### src/rtl/link_pkg.sv
// Shared definitions for the link-side blocks: word field positions, header fields
// and the reassembler state encoding.
package link_pkg;

  localparam int SOP_BIT     = 39;
  localparam int LINK_LSB    = 32;
  localparam int DATA_MSB    = 31;
  localparam int HAS_PLD_BIT = 30;
  localparam int LEN_MSB     = 9;
  localparam int HDR_BEATS   = 3;

  typedef logic [2:0] state_t;
  localparam state_t ST_HDR0 = 3'd0;
  localparam state_t ST_HDR1 = 3'd1;
  localparam state_t ST_HDR2 = 3'd2;
  localparam state_t ST_PLD  = 3'd3;
  localparam state_t ST_HOLD = 3'd4;

  // A length field of zero encodes the maximum payload of 1024 dwords.
  function automatic logic [10:0] pld_count(input logic [LEN_MSB:0] len);
    return (len == '0) ? 11'd1024 : {1'b0, len};
  endfunction

endpackage

### src/rtl/link_sync_fifo.sv
// Single-clock first-word-fall-through FIFO; the head entry is readable
// combinationally, and an empty FIFO presents zero on rd_data.
module link_sync_fifo #(
  parameter int W     = 32,
  parameter int DEPTH = 16,
  parameter int AW    = 4
) (
  input  logic         clk,
  input  logic         reset,
  input  logic         wr_en,
  input  logic [W-1:0] wr_data,
  input  logic         rd_en,
  output logic [W-1:0] rd_data,
  output logic         full,
  output logic         empty
);

  logic [W-1:0] mem_q [DEPTH];
  logic [AW:0]  wr_ptr_q, wr_ptr_d;
  logic [AW:0]  rd_ptr_q, rd_ptr_d;
  logic         do_wr, do_rd;

  // Extra pointer bit distinguishes full from empty when the indices match.
  assign empty = (wr_ptr_q == rd_ptr_q);
  assign full  = (wr_ptr_q[AW] != rd_ptr_q[AW]) && (wr_ptr_q[AW-1:0] == rd_ptr_q[AW-1:0]);
  assign do_rd = rd_en && !empty;
  assign do_wr = wr_en && (!full || do_rd);
  assign rd_data = empty ? '0 : mem_q[rd_ptr_q[AW-1:0]];

  always_comb begin
    wr_ptr_d = wr_ptr_q;
    rd_ptr_d = rd_ptr_q;
    if (do_wr) wr_ptr_d = wr_ptr_q + 1'b1;
    if (do_rd) rd_ptr_d = rd_ptr_q + 1'b1;
  end

  always_ff @(posedge clk) begin
    if (do_wr) mem_q[wr_ptr_q[AW-1:0]] <= wr_data;
  end

  always_ff @(posedge clk) begin
    if (reset) begin
      wr_ptr_q <= '0;
      rd_ptr_q <= '0;
    end else begin
      wr_ptr_q <= wr_ptr_d;
      rd_ptr_q <= rd_ptr_d;
    end
  end

endmodule

### src/rtl/link_tlp_reassembler.sv
// Per-link receive side: rebuilds the 96-bit TLP header from three beats and
// queues payload dwords in a FWFT FIFO for the link-side consumer.
module link_tlp_reassembler
  import link_pkg::*;
#(
  parameter logic [1:0] LINK_ID   = 2'd0,
  parameter int         PLD_DEPTH = 16,
  parameter int         PLD_AW    = 4
) (
  input  logic        clk,
  input  logic        reset,
  input  logic [39:0] header_word,
  input  logic        header_word_valid,
  input  logic [39:0] payload_word,
  input  logic        payload_word_valid,
  output logic        buffer_ready,
  output logic [95:0] header_out,
  output logic        header_valid,
  input  logic        header_accept,
  output logic [31:0] payload_out,
  output logic        payload_valid,
  input  logic        payload_accept,
  output logic        proto_error
);

  state_t      state_q, state_d;
  logic [31:0] dw0_q, dw0_d, dw1_q, dw1_d;
  logic [95:0] header_out_q, header_out_d;
  logic        header_valid_q, header_valid_d;
  logic [10:0] rem_q, rem_d;
  logic        err_q, err_d;
  logic        rdy_en_q, rdy_en_d;
  logic        fifo_full, fifo_empty, push;
  logic        hdr_acc, pld_acc, hdr_sop, hdr_id_ok, hdr_rsvd_ok, pld_rsvd_ok;
  logic [31:0] hdr_data;

  assign hdr_data    = header_word[DATA_MSB:0];
  assign hdr_sop     = header_word[SOP_BIT];
  assign hdr_id_ok   = (header_word[LINK_LSB+1:LINK_LSB] == LINK_ID);
  assign hdr_rsvd_ok = (header_word[SOP_BIT-1:LINK_LSB+2] == '0);
  assign pld_rsvd_ok = (payload_word[SOP_BIT:LINK_LSB] == '0);
  assign hdr_acc     = header_word_valid && buffer_ready;
  assign pld_acc     = payload_word_valid && buffer_ready;
  assign push        = (state_q == ST_PLD) && pld_acc && pld_rsvd_ok;

  // rdy_en_q keeps buffer_ready low until the first cycle after reset is released.
  always_comb begin
    buffer_ready = 1'b0;
    case (state_q)
      ST_HDR0: buffer_ready = !header_valid_q;
      ST_HDR1: buffer_ready = 1'b1;
      ST_HDR2: buffer_ready = 1'b1;
      ST_PLD:  buffer_ready = !fifo_full;
      default: buffer_ready = 1'b0;
    endcase
    buffer_ready = buffer_ready && rdy_en_q;
  end

  always_comb begin
    state_d        = state_q;
    dw0_d          = dw0_q;
    dw1_d          = dw1_q;
    header_out_d   = header_out_q;
    header_valid_d = header_valid_q;
    rem_d          = rem_q;
    rdy_en_d       = 1'b1;
    err_d          = (header_word_valid || payload_word_valid) && !buffer_ready;
    if (header_valid_q && header_accept) header_valid_d = 1'b0;
    case (state_q)
      ST_HDR0: begin
        if (pld_acc) err_d = 1'b1;
        if (hdr_acc) begin
          if (hdr_sop && hdr_id_ok && hdr_rsvd_ok) begin
            dw0_d   = hdr_data;
            state_d = ST_HDR1;
          end else begin
            err_d = 1'b1;
          end
        end
      end
      ST_HDR1: begin
        if (pld_acc) err_d = 1'b1;
        if (hdr_acc) begin
          if (!hdr_rsvd_ok) begin
            err_d = 1'b1;
          end else if (!hdr_sop) begin
            dw1_d   = hdr_data;
            state_d = ST_HDR2;
          end else begin
            // An unexpected SOP starts a fresh header if it belongs to this link.
            err_d = 1'b1;
            if (hdr_id_ok) dw0_d = hdr_data;
            else           state_d = ST_HDR0;
          end
        end
      end
      ST_HDR2: begin
        if (pld_acc) err_d = 1'b1;
        if (hdr_acc) begin
          if (!hdr_rsvd_ok) begin
            err_d = 1'b1;
          end else begin
            header_out_d   = {hdr_data, dw1_q, dw0_q};
            header_valid_d = 1'b1;
            rem_d          = pld_count(dw0_q[LEN_MSB:0]);
            state_d        = dw0_q[HAS_PLD_BIT] ? ST_PLD : ST_HOLD;
          end
        end
      end
      ST_PLD: begin
        if (hdr_acc) err_d = 1'b1;
        if (pld_acc) begin
          if (!pld_rsvd_ok) begin
            err_d = 1'b1;
          end else begin
            rem_d = rem_q - 11'd1;
            if (rem_q == 11'd1) state_d = ST_HOLD;
          end
        end
      end
      ST_HOLD: begin
        if (!header_valid_q) state_d = ST_HDR0;
      end
      default: state_d = ST_HDR0;
    endcase
  end

  always_ff @(posedge clk) begin
    if (reset) begin
      state_q        <= ST_HDR0;
      dw0_q          <= '0;
      dw1_q          <= '0;
      header_out_q   <= '0;
      header_valid_q <= 1'b0;
      rem_q          <= '0;
      err_q          <= 1'b0;
      rdy_en_q       <= 1'b0;
    end else begin
      state_q        <= state_d;
      dw0_q          <= dw0_d;
      dw1_q          <= dw1_d;
      header_out_q   <= header_out_d;
      header_valid_q <= header_valid_d;
      rem_q          <= rem_d;
      err_q          <= err_d;
      rdy_en_q       <= rdy_en_d;
    end
  end

  link_sync_fifo #(
    .W     (32),
    .DEPTH (PLD_DEPTH),
    .AW    (PLD_AW)
  ) u_pld_fifo (
    .clk     (clk),
    .reset   (reset),
    .wr_en   (push),
    .wr_data (payload_word[DATA_MSB:0]),
    .rd_en   (payload_accept),
    .rd_data (payload_out),
    .full    (fifo_full),
    .empty   (fifo_empty)
  );

  assign payload_valid = !fifo_empty;
  assign header_out    = header_out_q;
  assign header_valid  = header_valid_q;
  assign proto_error   = err_q;

endmodule

### config.mk
export PLATFORM = sky130hd
export DESIGN_NAME = link_tlp_reassembler
export DESIGN_NICKNAME = d
export VERILOG_FILES = /design/src/rtl/link_pkg.sv /design/src/rtl/link_sync_fifo.sv /design/src/rtl/link_tlp_reassembler.sv
export SDC_FILE = /design/constraint.sdc
export NUM_CORES = 1
export LEC_CHECK = 0
export CORE_MARGIN = 4
export CORE_UTILIZATION = 52
export DETAILED_ROUTE_END_ITERATION = 16
export PLACE_DENSITY = 0.73
export SLEW_MARGIN = 25
export SYNTH_ARGS = -nofsm -noshare
export SYNTH_HDL_FRONTEND = slang
export SYNTH_HIERARCHICAL = 1
export SYNTH_SLANG_ARGS = --single-unit
### constraint.sdc
create_clock -name clk -period 6.1 [get_ports clk]
set_input_delay 1.22 -clock clk [delete_from_list [all_inputs] [get_ports clk]]
set_output_delay 1.22 -clock clk [all_outputs]
set_load 0.01 [all_outputs]
==> impl_results.md, run 1 <==
* Status: finished clean
* Num CTS Buffers at 70
* R2R Path End: u_pld_fifo/mem_q[5][31]$_DFFE_PP_
* Row count at 83
* Routed vias/inst at 5.862
* TNS Setup at 0 ns
* Startpoint Class: register
* Leakage at 9.746 nW
* Final critical-path required period at 4.898 ns
* Fin crit share at 80.30%
* Worst-Skew Late Latency at 0.61 ns
* Drt first pass iters at 5
* Filler cell count at 3,635
* Simple-gate share of the synthesized area at 7.106%
* Core area at 51,200 um^2
* GRT Total Usage at 21.17%
* Die Wd at 235.2 um
* Hold path depth at 2
* Clock Skews at 0.01654 ns
* CTS resizes at 0
* Min-delay src: dw0_q[27]$_SDFFE_PP0P_
* Vias at 15,201
* Proportion of layout cells with a drive suffix above 1 at 16.78%
* Post-CTS setup buffers at 0
* Register area share after synthesis at 71.50%
* Measured slew at the worst slew-check pin at 1.083 ns
* Synthesis Warnings at 6
* RR Startpoint: u_pld_fifo/wr_ptr_q[2]$_SDFFE_PP0P_
* Clock Path Buffers at 3
* CTS clock-pin slew for the worst setup and hold paths at 0.06 ns
* Sw frac at 19.91%
* Reg power frac at 55.2%
* Peak VDD IR at 0.2295 mV
* Worst Hold Path EP: header_out[27]$_SDFFE_PP0P_
* Net Sw Power at 0.001844 W
* Global route total overflow at 0
* First-pass GRT wire length at 92,050 um
* Largest net degree at the start of global routing at 132
* Final Hold Viols at 0
* Xor/xnor share of the synthesized area at 0.5126%
* CTS Hold Bufs at 0
* Yosys cell types at 62
* Mapped cell area at 26,850 um^2
* Kind of critical path: reg -> out
* Synth Net Count at 1,751
* Register-to-register setup slack at 2.30 ns
* Initial antenna violation count at 2
* Synth area leaders: edfxtp_1 57%, dfxtp_1 14%, mux4_2 11%
* Number of port buffers at 217
* Max Slew Vio Count at 0
* Max-cap violations at 0
* Final wirelength at 59,230 um
* Synthesized flop and latch total at 703
* Synth Area in Adders at 0.3262%
* H-tree depth at 3
* CP arrival at 3.68 ns
* Cell accounting for the most synthesized area: edfxtp_1
* Largest family of logic cells by synthesized area: multiplexers
* Internal power consumption at 0.007419 W
* Asr flop ratio synth at 0%
* Gpl congestion at 0.7956
* Gate power share at 1.5%
* Vias in the first global route at 15,644
* CP endpoint kind: output port
* Most numerous cell in the Yosys netlist: edfxtp_1
* Post-synth EDFFs at 512
* Die Y at 235.2 um
* Cells after Synth at 1,658
* Syn_area_per_cell at 16.20 um^2
* R2R depth at 8
* Power per cell area at 291.6 nW/um^2
* Final setup viols at 0
* Fin nets at 1,954
* Worst min-delay path class: reg -> reg
* ANT nets after route at 0
* Fmax at 204.2 MHz
* Starting Density at 52.45%
* Diode count at 0
* WL/cell at 22.84 um
* HPWL after DPL at 33,430 um
* Max-slew headroom at 27.79%
* CTS tree: done
* Post-synthesis mux area share at 13.39%
* Unrepaired setup endpoints after global routing: false
* Die Area at 55,340 um^2
* CTS Sinks at 703
* CTS root buffer: clkbuf_16
* Initial drt markers at 1,252
* Clock power frac at 43.2%
* DRC at 0
* Synth top area share at 57.26%
* Area Overhead vs Synth at 18.33%
* Worst Path Max Fanout at 32
* Compound-Gate Fraction of Synth Area at 4.860%
* CP required at 4.88 ns
* Post-synth top flop: edfxtp_1
* Commonest cells post-synth: 512 x edfxtp_1, 191 x dfxtp_1, 171 x nand2_1
* Num ports at 218
* Power, Total at 0.009264 W
-- layout by cell type (no fill, tap or decap), types with 5 or more instances in the layout --
cell type	n
edfxtp_1	512
clkdlybuf4s50_1	216
dfxtp_1	188
nand2_1	171
mux4_2	128
a21oi_1	102
nor2_1	92
clkbuf_16	70
mux2i_1	69
o22ai_1	65
nor3_1	40
nand2_2	30
clkinv_1	16
clkbuf_1	13
a21oi_2	11
o21ai_0	11
buf_4	11
clkinv_2	10
inv_1	9
xnor2_1	7
ha_1	7
and3_2	7
nor2b_1	6
nor4_1	5
nand2b_1	5
xor2_1	5
and3_4	5
-- state kept, by name (all words and copies together) (netlist names), named ones only --
signal,count
u_pld_fifo/mem_q,512
header_out,96
dw0_q,32
dw1_q,32
rem_q,11
u_pld_fifo/rd_ptr_q,5
u_pld_fifo/wr_ptr_q,5
state_q,3
header_valid,1
proto_error,1
rdy_en_q,1
-- through the flow --
step / std cells / hold slack (ns) / cell area (um^2) / worst slack [ns] / utilization [%]
6_report: 2593 / 0.4462 / 31770 / 1.202 / 62.06
5_1_grt: 2593 / 0.4673 / 31770 / 0.9517 / 62.06
4_1_cts: 2590 / 0.4394 / 31690 / 1.092 / 61.89
3_5_place_dp: 2466 / 0.4456 / 29560 / 1.765 / 57.73
3_3_place_gp: 2464 / 0.4385 / 29490 / 1.772 / 57.60
2_1_floorplan: 1658 / 0.4312 / 26850 / 0.9360 / -
-- per-layer routing --
layer	GRT usage, %	vias up	routed length (um)
met4	5.464	4	1289
li1	-	6762	-
met1	28.00	7750	23720
met3	6.186	98	4811
met2	34.97	587	29380
met5	0	-	25
-- critical path, stage by stage, from the launching register on --
cell and delay (ns):
dfxtp_4 0.72, nand2b_2 0.90, o22ai_1 0.18, nor3_1 0.59, clkdlybuf4s50_1 0.68
-- layout make-up --
class / instances / area, um^2 / area share (%)
repair buffers: 236 / 2437 / 7.671
multi-input cells: 841 / 7109 / 22.38
clock inverters: 38 / 290.3 / 0.9136
inverters: 9 / 33.78 / 0.1063
flip-flops and latches: 703 / 19210 / 60.46
clock buffers: 86 / 1842 / 5.797
well taps: 680 / 850.8 / 2.678
-- cell families (layout without fill, tap and decap cells) --
family                   Yosys count  count (layout)
multiplexers                     199             199
adder cells (fa/ha/maj)            7               7
buffers and inverters            114             369
flip-flops                       703             703
AND/OR/NAND/NOR                  404             404
XOR/XNOR                          14              14
AO/OA/AOI/OAI                    217             217
-- worst max-delay path by stage --
stage,from,endpoint,slack [ns],cells past startpoint
CTS,register,payload_out[25],1.09,5
global placement,register,payload_out[25],1.77,5
finish,register,payload_out[2],1.20,4
floorplan,payload_word[33],u_pld_fifo/mem_q[11][0]$_DFFE_PP_,0.94,7
global route,register,payload_out[17],0.95,5
detailed placement,register,payload_out[25],1.77,5
-- power by group through the flow --
stage          Combinational (W)  Clock [W]  Sequential, W
2_1_floorplan          0.0000257          0        0.00522
3_3_place_gp            0.000137          0        0.00522
3_5_place_dp            0.000143          0        0.00522
4_1_cts                 0.000144    0.00409        0.00512
5_1_grt                 0.000154    0.00430        0.00511
6_report                0.000142    0.00400        0.00512
Power figures use the tool's default switching activity.
==> inputs of run 2 (changes only) <==
PLACE_DENSITY = 0.75   (was 0.73)
clock period = 4.2 ns   (was 6.1 ns; I/O delays follow)
==> impl_results.md, run 2 (synthesized netlist as in run 1, its figures left out) <==
* Proportion of layout cells with a drive suffix above 1 at 18.14%
* Core Util, Final at 63.13%
* Worst Hold Path EP: header_out[53]$_SDFFE_PP0P_
* Final critical-path required period at 4.055 ns
* Power per cell area at 428.7 nW/um^2
* Max-cap violations at 0
* Fin nets at 1,978
* First-pass GRT wire length at 95,700 um
* CP endpoint kind: output port
* Slowest cell on crit path: clkdlybuf4s50_1
* R2R Path End: u_pld_fifo/mem_q[14][7]$_DFFE_PP_
* Drt first pass iters at 5
* Starting Density at 52.45%
* Initial antenna violation count at 5
* GR peak layer: met2
* Number of port buffers at 217
* CTS resizes at 0
* Vias in the first global route at 16,080
* RR Startpoint: u_pld_fifo/wr_ptr_q[2]$_SDFFE_PP0P_
* Gpl congestion at 0.7905
* Vias at 15,547
* GRT Total Usage at 22.33%
* Worst-Skew Late Latency at 0.61 ns
* Kind of critical path: reg -> out
* GR Util met1 at 29.46%
* Worst-case hold slack at 0.4492 ns
* Num CTS Buffers at 71
* Measured slew at the worst slew-check pin at 0.8107 ns
* CP required at 3.36 ns
* Min-delay src: dw1_q[21]$_SDFFE_PP0P_
* CTS root buffer: clkbuf_16
* DRC at 0
* Die Area at 55,340 um^2
* Worst min-delay path class: reg -> reg
* Unrepaired setup endpoints after global routing: false
* CTS Hold Bufs at 0
* Clock Path Buffers at 3
* CP arrival at 3.22 ns
* HPWL after DPL at 35,150 um
* Worst Path Max Fanout at 13
* Critical Path Max Stage Delay at 0.67 ns
* Crit path max-delay family: buffers and inverters
* Final wirelength at 62,420 um
* Final Hold Viols at 0
* TNS Setup at 0 ns
* Commonest cells after routing, fill and taps aside: 512 x edfxtp_1, 216 x clkdlybuf4s50_1, 188 x dfxtp_1
* Num ports at 218
* WL/cell at 23.80 um
* Initial drt markers at 1,417
* Met3 Track Usage GR at 7.275%
* Hold path depth at 2
* Register-to-register setup slack at 0.73 ns
* Area Overhead vs Synth at 20.36%
* Largest net degree at the start of global routing at 107
* Post-CTS setup buffers at 0
* Row count at 83
* Max reg flops at 512
* Most common cell after layout, fill and taps aside: edfxtp_1
* Max Slew Vio Count at 0
* Global route total overflow at 0
* Core area at 51,200 um^2
* Leakage at 9.973 nW
* CTS clock-pin slew for the worst setup and hold paths at 0.06 ns
* ANT nets after route at 0
* Die Wd at 235.2 um
* Clock Skews at 0.01760 ns
* Fin crit share at 96.55%
* Fmax at 246.6 MHz
* CP Cell Sequence: xnor2_2 -> nand4_4 -> nor2_4 -> buf_4 -> nor3_1 -> clkdlybuf4s50_1
* GR Util met2 at 36.23%
* WP buf/inv at 2
* Routed vias/inst at 5.927
* Power, Total at 0.01386 W
* Die Y at 235.2 um
* R2R depth at 9
* CTS Sinks at 703
* Startpoint Class: register
* CTS tree: done
* Status: finished clean
* H-tree depth at 3
* Peak VDD IR at 0.3370 mV
* Final setup viols at 0
* Max-slew headroom at 45.96%
* Worst path depth at 6
## run 2: cell types whose count changed in the layout (fill, tap and decap cells not counted), sizes merged
cell / before / now
buf: 20 / 43
clkinv: 30 / 22
diode: 0 / 3
clkinvlp: 1 / 5
clkbuf: 86 / 91
bufinv: 2 / 5
## run 2: power breakdown
part           switching, W  internal (W)  leakage (nW)
logic              0.000126     0.0000801          2.72
registers       0.000000838       0.00743          6.14
clock network       0.00260       0.00361          1.12
total               0.00273        0.0111          9.97
## run 2: worst reg2reg max path, delay by kind of cell, from the launching register on
| kind | cells | cell delay [ns] |
|---|---|---|
| xor gates and xnor gates | 1 | 0.14 |
| AOI/OAI and AO/OA | 1 | 0.24 |
| and+or+nand+nor | 6 | 1.86 |
| buffers and inverters | 1 | 0.27 |
| DFF | 1 | 0.63 |
## run 2: how the worst max path moves through the flow
stage	startpoint	end	slack [ns]
floorplan	u_pld_fifo/wr_ptr_q[3]$_SDFFE_PP0P_	u_pld_fifo/mem_q[7][0]$_DFFE_PP_	0.10
global placement	header_word[35]	header_out[30]$_SDFFE_PP0P_	0.67
detailed placement	header_word[35]	header_out[31]$_SDFFE_PP0P_	0.62
CTS	register	payload_out[25]	0.006
global route	u_pld_fifo/wr_ptr_q[2]$_SDFFE_PP0P_	payload_out[17]	0.04
finish	u_pld_fifo/wr_ptr_q[2]$_SDFFE_PP0P_	payload_out[17]	0.14
## run 2: area by class of cell
| class | count | area, um^2 |
|---|---|---|
| Antenna cell | 3 | 7.507 |
| Timing Repair Buffer | 259 | 2805 |
| Fill cell | 3519 | 18880 |
| Clock buffer | 91 | 1944 |
| Sequential cell | 703 | 19210 |
| Tap cell | 680 | 850.8 |
| Clock inverter | 37 | 370.4 |
| Multi-Input combinational cell | 841 | 7098 |
| Inverter | 9 | 33.78 |
## run 2: metrics by stage
| step | area [um^2] | setup slack [ns] | cells |
|---|---|---|---|
| floorplan | 26860 | 0.1047 | 1658 |
| detailed placement | 29990 | 0.6197 | 2492 |
| global placement | 29990 | 0.6685 | 2492 |
| finish | 32320 | 0.1448 | 2623 |
| CTS | 32300 | 0.006060 | 2620 |
| global route | 32310 | 0.04484 | 2621 |
## run 2: per-layer routing
| layer | part of all wire (%) | vias to the layer above |
|---|---|---|
| met1 | 39 | 7815 |
| met2 | 48 | 772 |
| met3 | 10 | 142 |
| li1 | - | 6816 |
| met5 | 0.016 | - |
| met4 | 2.6 | 2 |
